[config.mk]
export PLATFORM = sky130hd
export DESIGN_NAME = alu_ctrl_decode
export DESIGN_NICKNAME = d
export VERILOG_FILES = /design/src/rtl/alu_ctrl_decode.sv
export SDC_FILE = /design/constraint.sdc
export NUM_CORES = 1
export LEC_CHECK = 0
export CAP_MARGIN = 10
export CELL_PAD_IN_SITES_DETAIL_PLACEMENT = 0
export CELL_PAD_IN_SITES_GLOBAL_PLACEMENT = 2
export CORE_MARGIN = 2
export CORE_UTILIZATION = 20
export CTS_CLUSTER_DIAMETER = 40
export DETAILED_ROUTE_END_ITERATION = 6
export GPL_TIMING_DRIVEN = 1
export PLACE_DENSITY = 0.85
export SLEW_MARGIN = 20
export SYNTH_ARGS = -nofsm -noshare
export SYNTH_HDL_FRONTEND = slang
export SYNTH_SLANG_ARGS = --single-unit
[constraint.sdc]
create_clock -name clk -period 2.2 [get_ports clk]
set_input_delay 0.55 -clock clk [delete_from_list [all_inputs] [get_ports clk]]
set_output_delay 0.55 -clock clk [all_outputs]
set_load 0.01 [all_outputs]
[src/rtl/alu_ctrl_decode.sv]
`default_nettype none
// ============================================================================
//  Module      : alu_ctrl_decode
//  Description : Registered MIPS decode stage. Turns a 32-bit instruction word
//                into the ALU opcode set (ALUFun, Sign) and the datapath
//                control signals, held in a one-entry pipeline register with
//                valid/ready handshakes on both sides, a flush input and an
//                illegal-instruction flag.
//  Revision    : 1.0 - initial release
// ----------------------------------------------------------------------------
//  Parameters
//    PC_W        width of the PC carried alongside the instruction
//  Ports
//    clk, reset            clock (rising edge), synchronous active-high reset
//    in_valid/in_ready     upstream handshake; transfer when both are high
//    in_instr, in_pc       instruction word and its PC
//    flush                 squash held and incoming instruction
//    out_valid/out_ready   downstream handshake
//    out_pc, out_instr     registered PC and instruction
//    ALUFun, Sign          ALU opcode and signed-compare select
//    ALUSrc1, ALUSrc2      A = shamt, B = immediate operand selects
//    ExtOp, LUOp           immediate sign-extend / shift-left-16 selects
//    RegDst                0 = rt, 1 = rd, 2 = $31
//    RegWr, MemRd, MemWr, Branch, Jump, JumpReg   datapath controls
//    illegal               opcode/funct not supported
//  Optional feature (macro DECODE_STATS_EN)
//    stat_decoded          count of accepted transfers (32 bit, wrapping)
//    stat_illegal          count of accepted illegal transfers (16 bit)
// ============================================================================
module alu_ctrl_decode #(
  parameter int PC_W = 32
) (
  input  logic            clk,
  input  logic            reset,
  input  logic            in_valid,
  output logic            in_ready,
  input  logic [31:0]     in_instr,
  input  logic [PC_W-1:0] in_pc,
  input  logic            flush,
  output logic            out_valid,
  input  logic            out_ready,
  output logic [PC_W-1:0] out_pc,
  output logic [31:0]     out_instr,
  output logic [5:0]      ALUFun,
  output logic            Sign,
  output logic            ALUSrc1,
  output logic            ALUSrc2,
  output logic            ExtOp,
  output logic            LUOp,
  output logic [1:0]      RegDst,
  output logic            RegWr,
  output logic            MemRd,
  output logic            MemWr,
  output logic            Branch,
  output logic            Jump,
  output logic            JumpReg,
  output logic            illegal
`ifdef DECODE_STATS_EN
  ,
  output logic [31:0]     stat_decoded,
  output logic [15:0]     stat_illegal
`endif
);

  // --------------------------------------------------------------------------
  // ALU opcodes
  // --------------------------------------------------------------------------
  localparam logic [5:0] ALU_ADD = 6'b000000;
  localparam logic [5:0] ALU_SUB = 6'b000001;
  localparam logic [5:0] ALU_AND = 6'b011000;
  localparam logic [5:0] ALU_OR  = 6'b011110;
  localparam logic [5:0] ALU_XOR = 6'b010110;
  localparam logic [5:0] ALU_NOR = 6'b010001;
  localparam logic [5:0] ALU_SLL = 6'b100000;
  localparam logic [5:0] ALU_SRL = 6'b100001;
  localparam logic [5:0] ALU_SRA = 6'b100011;
  localparam logic [5:0] ALU_EQ  = 6'b110011;
  localparam logic [5:0] ALU_NEQ = 6'b110001;
  localparam logic [5:0] ALU_LT  = 6'b110101;
  localparam logic [5:0] ALU_LEZ = 6'b111101;
  localparam logic [5:0] ALU_LTZ = 6'b111011;
  localparam logic [5:0] ALU_GTZ = 6'b111111;

  // --------------------------------------------------------------------------
  // Primary opcodes
  // --------------------------------------------------------------------------
  localparam logic [5:0] OP_RTYPE  = 6'h00;
  localparam logic [5:0] OP_REGIMM = 6'h01;
  localparam logic [5:0] OP_J      = 6'h02;
  localparam logic [5:0] OP_JAL    = 6'h03;
  localparam logic [5:0] OP_BEQ    = 6'h04;
  localparam logic [5:0] OP_BNE    = 6'h05;
  localparam logic [5:0] OP_BLEZ   = 6'h06;
  localparam logic [5:0] OP_BGTZ   = 6'h07;
  localparam logic [5:0] OP_ADDI   = 6'h08;
  localparam logic [5:0] OP_ADDIU  = 6'h09;
  localparam logic [5:0] OP_SLTI   = 6'h0A;
  localparam logic [5:0] OP_SLTIU  = 6'h0B;
  localparam logic [5:0] OP_ANDI   = 6'h0C;
  localparam logic [5:0] OP_ORI    = 6'h0D;
  localparam logic [5:0] OP_LUI    = 6'h0F;
  localparam logic [5:0] OP_LW     = 6'h23;
  localparam logic [5:0] OP_SW     = 6'h2B;

  // --------------------------------------------------------------------------
  // R-type function codes
  // --------------------------------------------------------------------------
  localparam logic [5:0] FN_SLL  = 6'h00;
  localparam logic [5:0] FN_SRL  = 6'h02;
  localparam logic [5:0] FN_SRA  = 6'h03;
  localparam logic [5:0] FN_JR   = 6'h08;
  localparam logic [5:0] FN_JALR = 6'h09;
  localparam logic [5:0] FN_ADD  = 6'h20;
  localparam logic [5:0] FN_ADDU = 6'h21;
  localparam logic [5:0] FN_SUB  = 6'h22;
  localparam logic [5:0] FN_SUBU = 6'h23;
  localparam logic [5:0] FN_AND  = 6'h24;
  localparam logic [5:0] FN_OR   = 6'h25;
  localparam logic [5:0] FN_XOR  = 6'h26;
  localparam logic [5:0] FN_NOR  = 6'h27;
  localparam logic [5:0] FN_SLT  = 6'h2A;
  localparam logic [5:0] FN_SLTU = 6'h2B;

  localparam logic [1:0] DST_RT = 2'd0;
  localparam logic [1:0] DST_RD = 2'd1;
  localparam logic [1:0] DST_RA = 2'd2;

  // --------------------------------------------------------------------------
  // Instruction fields
  // --------------------------------------------------------------------------
  logic [5:0] opcode;
  logic [5:0] funct;
  logic [4:0] rt;

  assign opcode = in_instr[31:26];
  assign funct  = in_instr[5:0];
  assign rt     = in_instr[20:16];

  // --------------------------------------------------------------------------
  // Combinational decode of the incoming instruction
  // --------------------------------------------------------------------------
  logic [5:0] dec_alufun;
  logic       dec_sign;
  logic       dec_src1;
  logic       dec_src2;
  logic       dec_ext;
  logic       dec_lu;
  logic [1:0] dec_regdst;
  logic       dec_regwr;
  logic       dec_memrd;
  logic       dec_memwr;
  logic       dec_branch;
  logic       dec_jump;
  logic       dec_jumpreg;
  logic       dec_illegal;

  always_comb begin
    dec_alufun  = ALU_ADD;
    dec_sign    = 1'b1;
    dec_src1    = 1'b0;
    dec_src2    = 1'b0;
    dec_ext     = 1'b0;
    dec_lu      = 1'b0;
    dec_regdst  = DST_RT;
    dec_regwr   = 1'b0;
    dec_memrd   = 1'b0;
    dec_memwr   = 1'b0;
    dec_branch  = 1'b0;
    dec_jump    = 1'b0;
    dec_jumpreg = 1'b0;
    dec_illegal = 1'b0;

    case (opcode)
      OP_RTYPE: begin
        dec_regdst = DST_RD;
        dec_regwr  = 1'b1;
        case (funct)
          FN_ADD, FN_ADDU: dec_alufun = ALU_ADD;
          FN_SUB, FN_SUBU: dec_alufun = ALU_SUB;
          FN_AND:          dec_alufun = ALU_AND;
          FN_OR:           dec_alufun = ALU_OR;
          FN_XOR:          dec_alufun = ALU_XOR;
          FN_NOR:          dec_alufun = ALU_NOR;
          FN_SLT:          dec_alufun = ALU_LT;
          FN_SLTU: begin
            dec_alufun = ALU_LT;
            dec_sign   = 1'b0;
          end
          FN_SLL: begin
            dec_alufun = ALU_SLL;
            dec_src1   = 1'b1;
          end
          FN_SRL: begin
            dec_alufun = ALU_SRL;
            dec_src1   = 1'b1;
          end
          FN_SRA: begin
            dec_alufun = ALU_SRA;
            dec_src1   = 1'b1;
          end
          FN_JR: begin
            dec_jumpreg = 1'b1;
            dec_regwr   = 1'b0;
          end
          FN_JALR: begin
            dec_jumpreg = 1'b1;
            dec_regdst  = DST_RA;
          end
          default: dec_illegal = 1'b1;
        endcase
      end
      OP_ADDI, OP_ADDIU: begin
        dec_src2  = 1'b1;
        dec_ext   = 1'b1;
        dec_regwr = 1'b1;
      end
      OP_ANDI: begin
        dec_alufun = ALU_AND;
        dec_src2   = 1'b1;
        dec_regwr  = 1'b1;
      end
      OP_ORI: begin
        dec_alufun = ALU_OR;
        dec_src2   = 1'b1;
        dec_regwr  = 1'b1;
      end
      OP_SLTI: begin
        dec_alufun = ALU_LT;
        dec_src2   = 1'b1;
        dec_ext    = 1'b1;
        dec_regwr  = 1'b1;
      end
      OP_SLTIU: begin
        dec_alufun = ALU_LT;
        dec_sign   = 1'b0;
        dec_src2   = 1'b1;
        dec_ext    = 1'b1;
        dec_regwr  = 1'b1;
      end
      OP_LUI: begin
        dec_src2  = 1'b1;
        dec_lu    = 1'b1;
        dec_regwr = 1'b1;
      end
      OP_LW: begin
        dec_src2  = 1'b1;
        dec_memrd = 1'b1;
        dec_regwr = 1'b1;
      end
      OP_SW: begin
        dec_src2  = 1'b1;
        dec_memwr = 1'b1;
      end
      OP_BEQ: begin
        dec_alufun = ALU_EQ;
        dec_branch = 1'b1;
      end
      OP_BNE: begin
        dec_alufun = ALU_NEQ;
        dec_branch = 1'b1;
      end
      OP_BLEZ: begin
        dec_alufun = ALU_LEZ;
        dec_branch = 1'b1;
      end
      OP_BGTZ: begin
        dec_alufun = ALU_GTZ;
        dec_branch = 1'b1;
      end
      // Only bltz (rt == 0) is supported within the REGIMM group.
      OP_REGIMM: begin
        if (rt == 5'd0) begin
          dec_alufun = ALU_LTZ;
          dec_branch = 1'b1;
        end else begin
          dec_illegal = 1'b1;
        end
      end
      OP_J: begin
        dec_jump = 1'b1;
      end
      OP_JAL: begin
        dec_jump   = 1'b1;
        dec_regwr  = 1'b1;
        dec_regdst = DST_RA;
      end
      default: dec_illegal = 1'b1;
    endcase

    // An unsupported encoding falls back to the neutral default bundle so
    // that no architectural side effect can be triggered by it.
    if (dec_illegal) begin
      dec_alufun  = ALU_ADD;
      dec_sign    = 1'b1;
      dec_src1    = 1'b0;
      dec_src2    = 1'b0;
      dec_ext     = 1'b0;
      dec_lu      = 1'b0;
      dec_regdst  = DST_RT;
      dec_regwr   = 1'b0;
      dec_memrd   = 1'b0;
      dec_memwr   = 1'b0;
      dec_branch  = 1'b0;
      dec_jump    = 1'b0;
      dec_jumpreg = 1'b0;
    end
  end

  // --------------------------------------------------------------------------
  // Handshake
  // --------------------------------------------------------------------------
  logic transfer;

  // The register may be refilled whenever it is empty or being drained.
  assign in_ready = !out_valid || out_ready;
  assign transfer = in_valid && in_ready;

  // --------------------------------------------------------------------------
  // Pipeline register. Priority: reset > flush > transfer > drain.
  // --------------------------------------------------------------------------
  always_ff @(posedge clk) begin
    if (reset) begin
      out_valid <= 1'b0;
      out_pc    <= '0;
      out_instr <= '0;
      ALUFun    <= ALU_ADD;
      Sign      <= 1'b0;
      ALUSrc1   <= 1'b0;
      ALUSrc2   <= 1'b0;
      ExtOp     <= 1'b0;
      LUOp      <= 1'b0;
      RegDst    <= DST_RT;
      RegWr     <= 1'b0;
      MemRd     <= 1'b0;
      MemWr     <= 1'b0;
      Branch    <= 1'b0;
      Jump      <= 1'b0;
      JumpReg   <= 1'b0;
      illegal   <= 1'b0;
    end else if (flush) begin
      // Controls return to their reset values; the PC/instruction fields are
      // left as they were since they are meaningless while out_valid is low.
      out_valid <= 1'b0;
      ALUFun    <= ALU_ADD;
      Sign      <= 1'b0;
      ALUSrc1   <= 1'b0;
      ALUSrc2   <= 1'b0;
      ExtOp     <= 1'b0;
      LUOp      <= 1'b0;
      RegDst    <= DST_RT;
      RegWr     <= 1'b0;
      MemRd     <= 1'b0;
      MemWr     <= 1'b0;
      Branch    <= 1'b0;
      Jump      <= 1'b0;
      JumpReg   <= 1'b0;
      illegal   <= 1'b0;
    end else if (transfer) begin
      out_valid <= 1'b1;
      out_pc    <= in_pc;
      out_instr <= in_instr;
      ALUFun    <= dec_alufun;
      Sign      <= dec_sign;
      ALUSrc1   <= dec_src1;
      ALUSrc2   <= dec_src2;
      ExtOp     <= dec_ext;
      LUOp      <= dec_lu;
      RegDst    <= dec_regdst;
      RegWr     <= dec_regwr;
      MemRd     <= dec_memrd;
      MemWr     <= dec_memwr;
      Branch    <= dec_branch;
      Jump      <= dec_jump;
      JumpReg   <= dec_jumpreg;
      illegal   <= dec_illegal;
    end else if (out_ready) begin
      // Drained with nothing behind it; bundle fields keep their last values.
      out_valid <= 1'b0;
    end
  end

  // --------------------------------------------------------------------------
  // Decode statistics
  // --------------------------------------------------------------------------
`ifdef DECODE_STATS_EN
  logic        counted;
  logic [31:0] cnt_decoded;
  logic [15:0] cnt_illegal;

  // Flushed offers never reach the register, so they are not counted.
  assign counted = transfer && !flush;

  always_ff @(posedge clk) begin
    if (reset) begin
      cnt_decoded <= '0;
      cnt_illegal <= '0;
    end else if (counted) begin
      cnt_decoded <= cnt_decoded + 32'd1;
      if (dec_illegal) begin
        cnt_illegal <= cnt_illegal + 16'd1;
      end
    end
  end

  assign stat_decoded = cnt_decoded;
  assign stat_illegal = cnt_illegal;
`else
  // Statistics counters are not built in this configuration.
`endif

endmodule
`default_nettype wire

# --- Word-level counts from Yosys, hierarchy flattened ---
# Cells that the tools add are included.
totals:
  register_bits: 85
  input_bits: 69
  out_inout_bits: 86
classes:
  n_eq_ne: 30
  n_mux: 39
  bitwise: 1
  n_reduce_logical: 21
op_table:
  columns: ["cell", "n"]
  rows:
  - ["$pmux 6 s9", 2]
  - ["$eq 6x6->1 const B", 12]
  - ["$eq 6x4->1 const B", 9]
  - ["$reduce_or 15->1", 2]
  - ["$mux 1", 28]
  - ["$eq 6x2->1 const B", 4]
  - ["$eq 6x3->1 const B", 4]
  - ["$reduce_or 9->1", 2]
  - ["$logic_not 6->1", 2]
  - ["$mux 6", 2]
  - ["$reduce_or 2->1", 6]
  - ["$reduce_or 4->1", 2]
  - ["$eq 6x1->1 const B", 1]
  - ["$pmux 1 s2", 3]
  - ["$logic_not 5->1", 1]
  - ["$mux 2", 2]
  - ["$pmux 2 s2", 1]
  - ["$pmux 1 s3", 1]
  - ["$reduce_or 3->1", 1]
  - ["$reduce_and 2->1", 1]
  - ["$reduce_bool 2->1", 1]
  - ["$logic_and 1x1->1", 1]
  - ["$logic_not 1->1", 1]
  - ["$logic_or 1x1->1", 1]
  - ["$not 1->1", 1]

# --- Logic depth before layout (Yosys ltp) ---
# Gate-level depths: netlist of the first run.
depth:
  word_depth: 5
  mapped_depth: 8

# --- Worst setup path before layout of the first run ---
# OpenSTA, ideal clock, no wires.
synth_timing:
  path_kind: "input to register"
  from: "input port in_instr[27]"
  to: "register ALUFun[5]"
  setup_ps: 86
  arrival_ps: 2071
  setup_slack_ps: 44
  path_stages: 7
  path_cell_list: "buf_6 or4_4 or3_1 buf_6 nor4_4 nor2_1 o31ai_2"
synth_via:
  elab_chain_len: 4
  word_cells_on_any_way: 22
  cone_classes: "eq/ne: 16; mux: 3; reduce/logical: 3"
synth_lines:
  columns: ["item", "line", "rtl"]
  rows:
  - ["start: declaration", "37", "input logic [31:0] in_instr,"]
  - ["$eq 6x2->1, or another cell as far along", "173", "case (opcode)"]
  - ["$reduce_or 15->1 (no line) / $reduce_or 2->1 (equally long branches)", null, null]
  - ["$pmux 1 s3 / $pmux 6 s9 (equally long branches)", "173", null]
  - ["$mux 6 *", "292", "if (dec_illegal) begin"]
  - ["end signal: assignment", "362", "ALUFun <= dec_alufun;"]
  - ["end: declaration", "44", "output logic [5:0] ALUFun,"]
# Mark *: on every way between the ends. The rest lies on a longest branch, timed or not.
# A chain may end at the register's enable or synchronous reset.

# --- Worst setup path in the final report of the first run ---
layout_timing:
  from: "input port in_instr[31]"
  to: "register ALUFun[1]"
# The elaborated chain is that of the path after synthesis.

==> results of run 1 <==
metal layers:
layer / wire length, microns / GRT usage
met4: 223 / 0.0584
met2: 6010 / 0.216
met3: 781 / 0.0324
met5: 0 / 0
met1: 5620 / 0.170
cell families (layout without fill, tap and decap cells):
| kind of cell | count (synthesis) | in the layout |
|---|---|---|
| DFF | 85 | 85 |
| xor gates and xnor gates | 1 | 1 |
| AOI/OAI and AO/OA | 119 | 119 |
| and+or+nand+nor | 222 | 222 |
| buffers and inverters | 39 | 227 |
registers in the layout (all words and copies together), names as in the netlist, 2 cells and up:
register,flops
RegDst,2
ALUFun,6
out_pc,32
out_instr,32
power by group through the flow:
stage               combinational [mW]  sequential, mW  clock (mW)
floorplan                        0.206            1.69           0
global placement                 0.616            1.66           0
detailed placement               0.620            1.66           0
CTS                              0.625            1.63        1.68
global route                     0.677            1.63        1.74
finish                           0.621            1.63        1.63
worst min-delay path, stage by stage, from the launching register on:
cell and delay (ns):
dfxtp_1 0.31, nand2_1 0.05, a21oi_1 0.05
path summary, 6_finish.rpt:
check,startpoint,endpoint,slack [ns],cells after the start
max,in_instr[31],ALUFun[1],0.11,7
min,out_pc[28],out_pc[28],0.45,2
max reg2reg,out_valid,ALUFun[0],0.57,7
min reg2reg,out_pc[28],out_pc[28],0.45,2
final cells by class:
cell class,count,area (sq um)
fill,1816,11300
timing repair buffer,207,1980
multi-input combinational,342,1740
sequential,85,1700
tap,225,282
clock buffer,11,233
clock inverter,5,75.1
inverter,4,15.0
synthesized netlist by cell type (2+ instances only):
| master | n | area [sq um] |
|---|---|---|
| o21ai_0 | 10 | 50.1 |
| o31ai_1 | 6 | 45.0 |
| a21oi_1 | 82 | 410 |
| o21bai_1 | 2 | 15.0 |
| buf_1 | 3 | 11.3 |
| a311oi_1 | 2 | 17.5 |
| a22oi_1 | 4 | 30.0 |
| nand2_1 | 151 | 567 |
| and3b_1 | 2 | 17.5 |
| dfxtp_1 | 85 | 1700 |
| nand4_1 | 5 | 31.3 |
| buf_6 | 2 | 22.5 |
| nand3b_1 | 5 | 37.5 |
| nand2b_1 | 5 | 31.3 |
| nor3b_1 | 3 | 22.5 |
| nor2_1 | 19 | 71.3 |
| nor3_1 | 3 | 15.0 |
| a31oi_1 | 3 | 18.8 |
| clkbuf_1 | 28 | 105 |
| nor2b_1 | 5 | 31.3 |
| a2111oi_0 | 2 | 17.5 |
| or3_1 | 3 | 18.8 |
| inv_1 | 4 | 15.0 |
| nand3_1 | 6 | 30.0 |
| nor4_1 | 4 | 25.0 |
| or2_2 | 3 | 18.8 |
what timing repair did:
item / in CTS / in global routing
endpoints found under the hold margin: 0 / 0
pin swaps: 2 / 3
cloned: 0 / 0
setup endpoints to repair: 10 / 6
gates resized for setup: 11 / 4
per-stage QoR:
| step | hold slack, ns | power [mW] | area [sq um] | TNS, ns | setup slack (ns) |
|---|---|---|---|---|---|
| global placement | 0.442 | 2.27 | 5680 | -5.82 | -0.542 |
| finish | 0.452 | 3.88 | 6020 | 0 | 0.107 |
| CTS | 0.455 | 3.93 | 6000 | 0 | 0.0512 |
| global route | 0.470 | 4.05 | 6020 | -0.00700 | -0.00700 |
| floorplan | 0.474 | 1.89 | 3560 | 0 | 0.0436 |
| detailed placement | 0.447 | 2.28 | 5680 | -5.78 | -0.561 |
cell usage in the layout, fill, tap and decap left out, drive strengths merged, types with 4 or more instances in the layout:
master,instances
dlygate4sd2,4
clkbuf,11
o21ai,11
buf,54
o31ai,7
nor4,5
nor3,4
clkdlybuf4s50,148
inv,4
nor2,20
nand3,6
nand4,5
nor2b,5
a21oi,82
nand3b,5
nand2,151
nand2b,5
a22oi,4
dfxtp,85
==> metrics.md, run 1 <==
| Metric | Value |
|---|---|
| Mux contribution to synthesized area | 0 |
| Post-synth top flop | dfxtp_1 |
| H-tree depth | 3 |
| IO buf count | about 150 |
| Final hold vios | 0 |
| CP Cell Sequence | clkdlybuf4s50_1 -> or4_4 -> or3_4 -> buf_8 -> a2111oi_4 -> a311oi_1 -> o31ai_1 |
| Overall routed net length | 12600 microns |
| Share of cells above drive strength 1 | 0.130 |
| Slew Viols, Final | 0 |
| Worst path max stage delay | 0.43 ns |
| Slew HR | 0.503 |
| Register share of total power | 0.419 |
| Sequential area share after synthesis | 0.477 |
| Comb pwr share | 0.160 |
| Setup crit end kind | flop |
| Largest family of logic cells by synthesized area | simple AND/OR/NAND/NOR gates |
| Worst-path clk slew | roughly 0.070 ns |
| Cells after synthesis | 466 |
| Hold WC Path Type | flop to flop |
| Worst EP required | around 2.5 ns |
| Post-DRT Antenna Nets | 0 |
| Buf/Inv on CP | 2 |
| Switch Pwr | about 0.96 mW |
| # hold bufs at CTS | 0 |
| Die width | around 140 microns |
| Max FO, Critical Path | 6 |
| Fin util | 0.347 |
| Gr ovfl total | 0 |
| Post-Synth Simple-Gate Area | 0.279 |
| Antenna diode count | 0 |
| Largest net degree at the start of global routing | 65 |
| Setup Buffers After CTS | 0 |
| Maximum root-to-sink buffer count | 2 |
| Adder-Cell Fraction of Synth Area | 0 |
| Die ar. | 18900 sq um |
| Setup CP Type | input pin to flop |
| Clock sink count | 85 |
| Mapped cell area | approximately 3600 sq um |
| Status | finished clean |
| Sw frac | 0.248 |
| Post-synthesis cell type count | 45 |
| CTS Buf Count | 9 |
| Fmax | 478 MHz |
| Minimum clock period | roughly 2.1 ns |
| Syn. warnings | 0 |
| Synth Area in XOR/XNOR | 0.00246 |
| # DRC | 0 |
| GR Util All Layers | 0.134 |
| Final period utilization | 0.951 |
| Power per cell area | 645 nW/um^2 |
| Chip height | 138 microns |
| Post-layout nets | 718 |
| Global-route wire length before repair | between 15000 and 20000 microns |
| Hpwl dp | about 9100 microns |
| Pin slew with the least headroom to its limit | ~0.75 ns |
| Count of state elements after synthesis | 85 |
| Int Pwr | 2.92 mW |
| Initial Util | 0.205 |
| Core Footprint | 17400 sq um |
| Crit path launch type | input pin |
| Area growth, synth to finish | 68.8% |
| Peak VDD IR | 0.348 mV |
| Starting DRT DRC Count | 225 |
| Vias in the first global route | 3820 |
| Rows | 48 |
| Max cap viols | 0 |
| Final Non-Filler Cells | 879 |
| CTS tree | yes |
| Clock root buffer | clkbuf_16 |
| Synthesized area per cell | 7.65 sq um |
| Skew-Pair Late Insertion Delay | 0.34 ns |
| Setup Viol. Count Final | 0 |
| Lkg Pwr | 2.16 nW |
| 1st-pass router iterations | 4 |
| Drt wl/cell | 14.4 microns |
| Clock network power share | 0.421 |
| Num ports | 155 |
| Asr flop ratio synth | 0 |
| Syn Nets | 535 |
| Crit-path leading delay family | simple AND/OR/NAND/NOR gates |
| Vias | 3881 |
| Initial antenna violation count | 0 |
| Max Clock Skew | roughly 0.0048 ns |
| Worst path arrival time | 2.36 ns |
| Synth Area in Compound Gates | 0.194 |
| Number of flops mapped to enable cells by yosys | 0 |
| Placed Cells incl. Taps | 863 |
| RD Place Congestion | 0.848 |
| Slowest-stage cell, CP | clkdlybuf4s50_1 |
| Vias/cell | 4.42 |
Power figures use the tool's default switching activity.
==> run 2: changes to the inputs <==
Settings changed: SKIP_LAST_GASP set to 1.
==> metrics.md, run 2 (synthesis results as in run 1) <==
| Metric | Value |
|---|---|
| Status | finished clean (unchanged) |
| Setup Slack @ Placement | -0.561 ns (unchanged) |
| Final Non-Filler Cells | 879 (unchanged) |
| # hold bufs at CTS | 0 (unchanged) |
| Die ar. | 18900 sq um (unchanged) |
| RSZ-0062 raised after global routing | yes |
| Post-DRT Antenna Nets | 0 (unchanged) |
| R2r setup slk | 0.57 ns (about the same) |
| Commonest non-fill, non-tap cells in the layout | 151 x nand2_1, 148 x clkdlybuf4s50_1, 85 x dfxtp_1 (unchanged) |
| RD Place Congestion | 0.848 (unchanged) |
| CTS tree | yes (unchanged) |
| Worst path arrival time | 2.36 ns (about the same) |
| Gr ovfl total | 0 (unchanged) |
| Post-layout nets | 718 (unchanged) |
| H-tree depth | 3 (unchanged) |
| Worst-path clk slew | 0.07 ns (about the same) |
| # DRC | 0 (unchanged) |
| Setup crit end kind | flop (unchanged) |
| Vias | 3887 (was 3881) |
| Antenna diode count | 0 (unchanged) |
| Clock root buffer | clkbuf_16 (unchanged) |
| Rows | 48 (unchanged) |
| Skew-Pair Late Insertion Delay | 0.34 ns (about the same) |
| Final period utilization | 0.951 (about the same) |
| Power per cell area | 645 nW/um^2 (about the same) |
| 1st-pass router iterations | 4 (unchanged) |
| Commonest non-fill, non-tap cell in the layout | nand2_1 (unchanged) |
| Core Footprint | 17400 sq um (unchanged) |
| Clock sink count | 85 (unchanged) |
| Placed Cells incl. Taps | 863 (unchanged) |
| Initial antenna violation count | 0 (unchanged) |
| Overall routed net length | 12600 microns (about the same) |
| Largest registers | out_instr (32), out_pc (32), ALUFun (6) (unchanged) |
| Slew Viols, Final | 0 (unchanged) |
| Max Clock Skew | 0.00481 ns (was 0.00480 ns) |
| Chip height | 138 microns (unchanged) |
| Num ports | 155 (unchanged) |
| Slew HR | 0.503 (about the same) |
| Hold slack | 0.452 ns (unchanged) |
| GR Util All Layers | 0.134 (unchanged) |
| Pwr Total | 3.88 mW (about the same) |
| Die width | 138 microns (unchanged) |
| Fmax | 478 MHz (about the same) |
| Crit path launch type | input pin (unchanged) |
| Worst Slack Setup Final | 0.108 ns (was 0.107 ns) |
| CTS Buf Count | 9 (unchanged) |
| Total negative setup slack | 0 ns (unchanged) |
| Vias in the first global route | 3820 (unchanged) |
| Global-route wire length before repair | 19600 microns (unchanged) |
| Pin slew with the least headroom to its limit | 0.745 ns (about the same) |
| Worst EP required | 2.46 ns (about the same) |
| Setup Viol. Count Final | 0 (unchanged) |
| Share of cells above drive strength 1 | 0.130 (unchanged) |
| Hold WC Path Type | flop to flop (unchanged) |
| Maximum root-to-sink buffer count | 2 (unchanged) |
| Final hold vios | 0 (unchanged) |
| Drt wl/cell | 14.4 microns (about the same) |
| Starting DRT DRC Count | 225 (unchanged) |
| Initial Util | 0.205 (unchanged) |
| Peak VDD IR | 0.348 mV (about the same) |
| Setup CP Type | input pin to flop (unchanged) |
| Max cap viols | 0 (unchanged) |
| Area growth, synth to finish | 68.8% (unchanged) |
| Max FO, Critical Path | 6 (unchanged) |
| Lkg Pwr | 2.16 nW (unchanged) |
| Vias/cell | 4.42 (about the same) |
| Hpwl dp | 9090 microns (unchanged) |
| Largest net degree at the start of global routing | 65 (unchanged) |
| Minimum clock period | 2.09 ns (about the same) |
| IO buf count | 154 (unchanged) |
run 2: worst paths after layout:
kind / startpoint / end / cells after the start
setup / recovery: in_instr[31] / ALUFun[1] / 7
hold reg to reg: out_pc[28] / out_pc[28] / 2
setup reg to reg: out_valid / ALUFun[0] / 7
hold / removal: out_pc[28] / out_pc[28] / 2
run 2: critical path, stage by stage:
cell and delay, ns:
clkdlybuf4s50_1 0.43, or4_4 0.43, or3_4 0.35, buf_8 0.15, a2111oi_4 0.18, a311oi_1 0.08
o31ai_1 0.19
run 2: report_power, final:
part | internal [mW] | total [mW] | switching [mW] | leakage, nW
Combinational | 0.331 | 0.621 | 0.290 | 1.32
Sequential | 1.60 | 1.63 | 0.0294 | 0.693
Clock | 0.990 | 1.63 | 0.642 | 0.153
Total | 2.92 | 3.88 | 0.962 | 2.16
run 2: stage by stage:
step / instance area (sq um) / utilization
after global placement: 5680 / 0.327
after CTS: 6000 / 0.346
final: 6020 / 0.347
after global routing: 6020 / 0.347
after detailed placement: 5680 / 0.327
after floorplan: 3560 / -
run 2: layout make-up:
type / instances / area [sq um]
fillers: 1816 / 11300
repair buffers: 207 / 1980
multi-input cells: 342 / 1740
flip-flops and latches: 85 / 1700
well taps: 225 / 282
clock buffers: 11 / 233
clock inverters: 5 / 75.1
inverters: 4 / 15.0
run 2: layer usage:
layer / GRT usage / share of wire / vias to the layer above
li1: - / - / 1938
met1: 0.170 / 0.44 / 1824
met2: 0.216 / 0.48 / 112
met3: 0.0324 / 0.064 / 13
met4: 0.0584 / 0.018 / 0
met5: 0 / 0 / -
run 2: timing repair:
action                     in CTS  in global routing
buffers inserted                0                  0
setup endpoints to repair      10                  6
gates resized for setup        11                  4
pin swaps                       2                  2
cloned                          0                  0
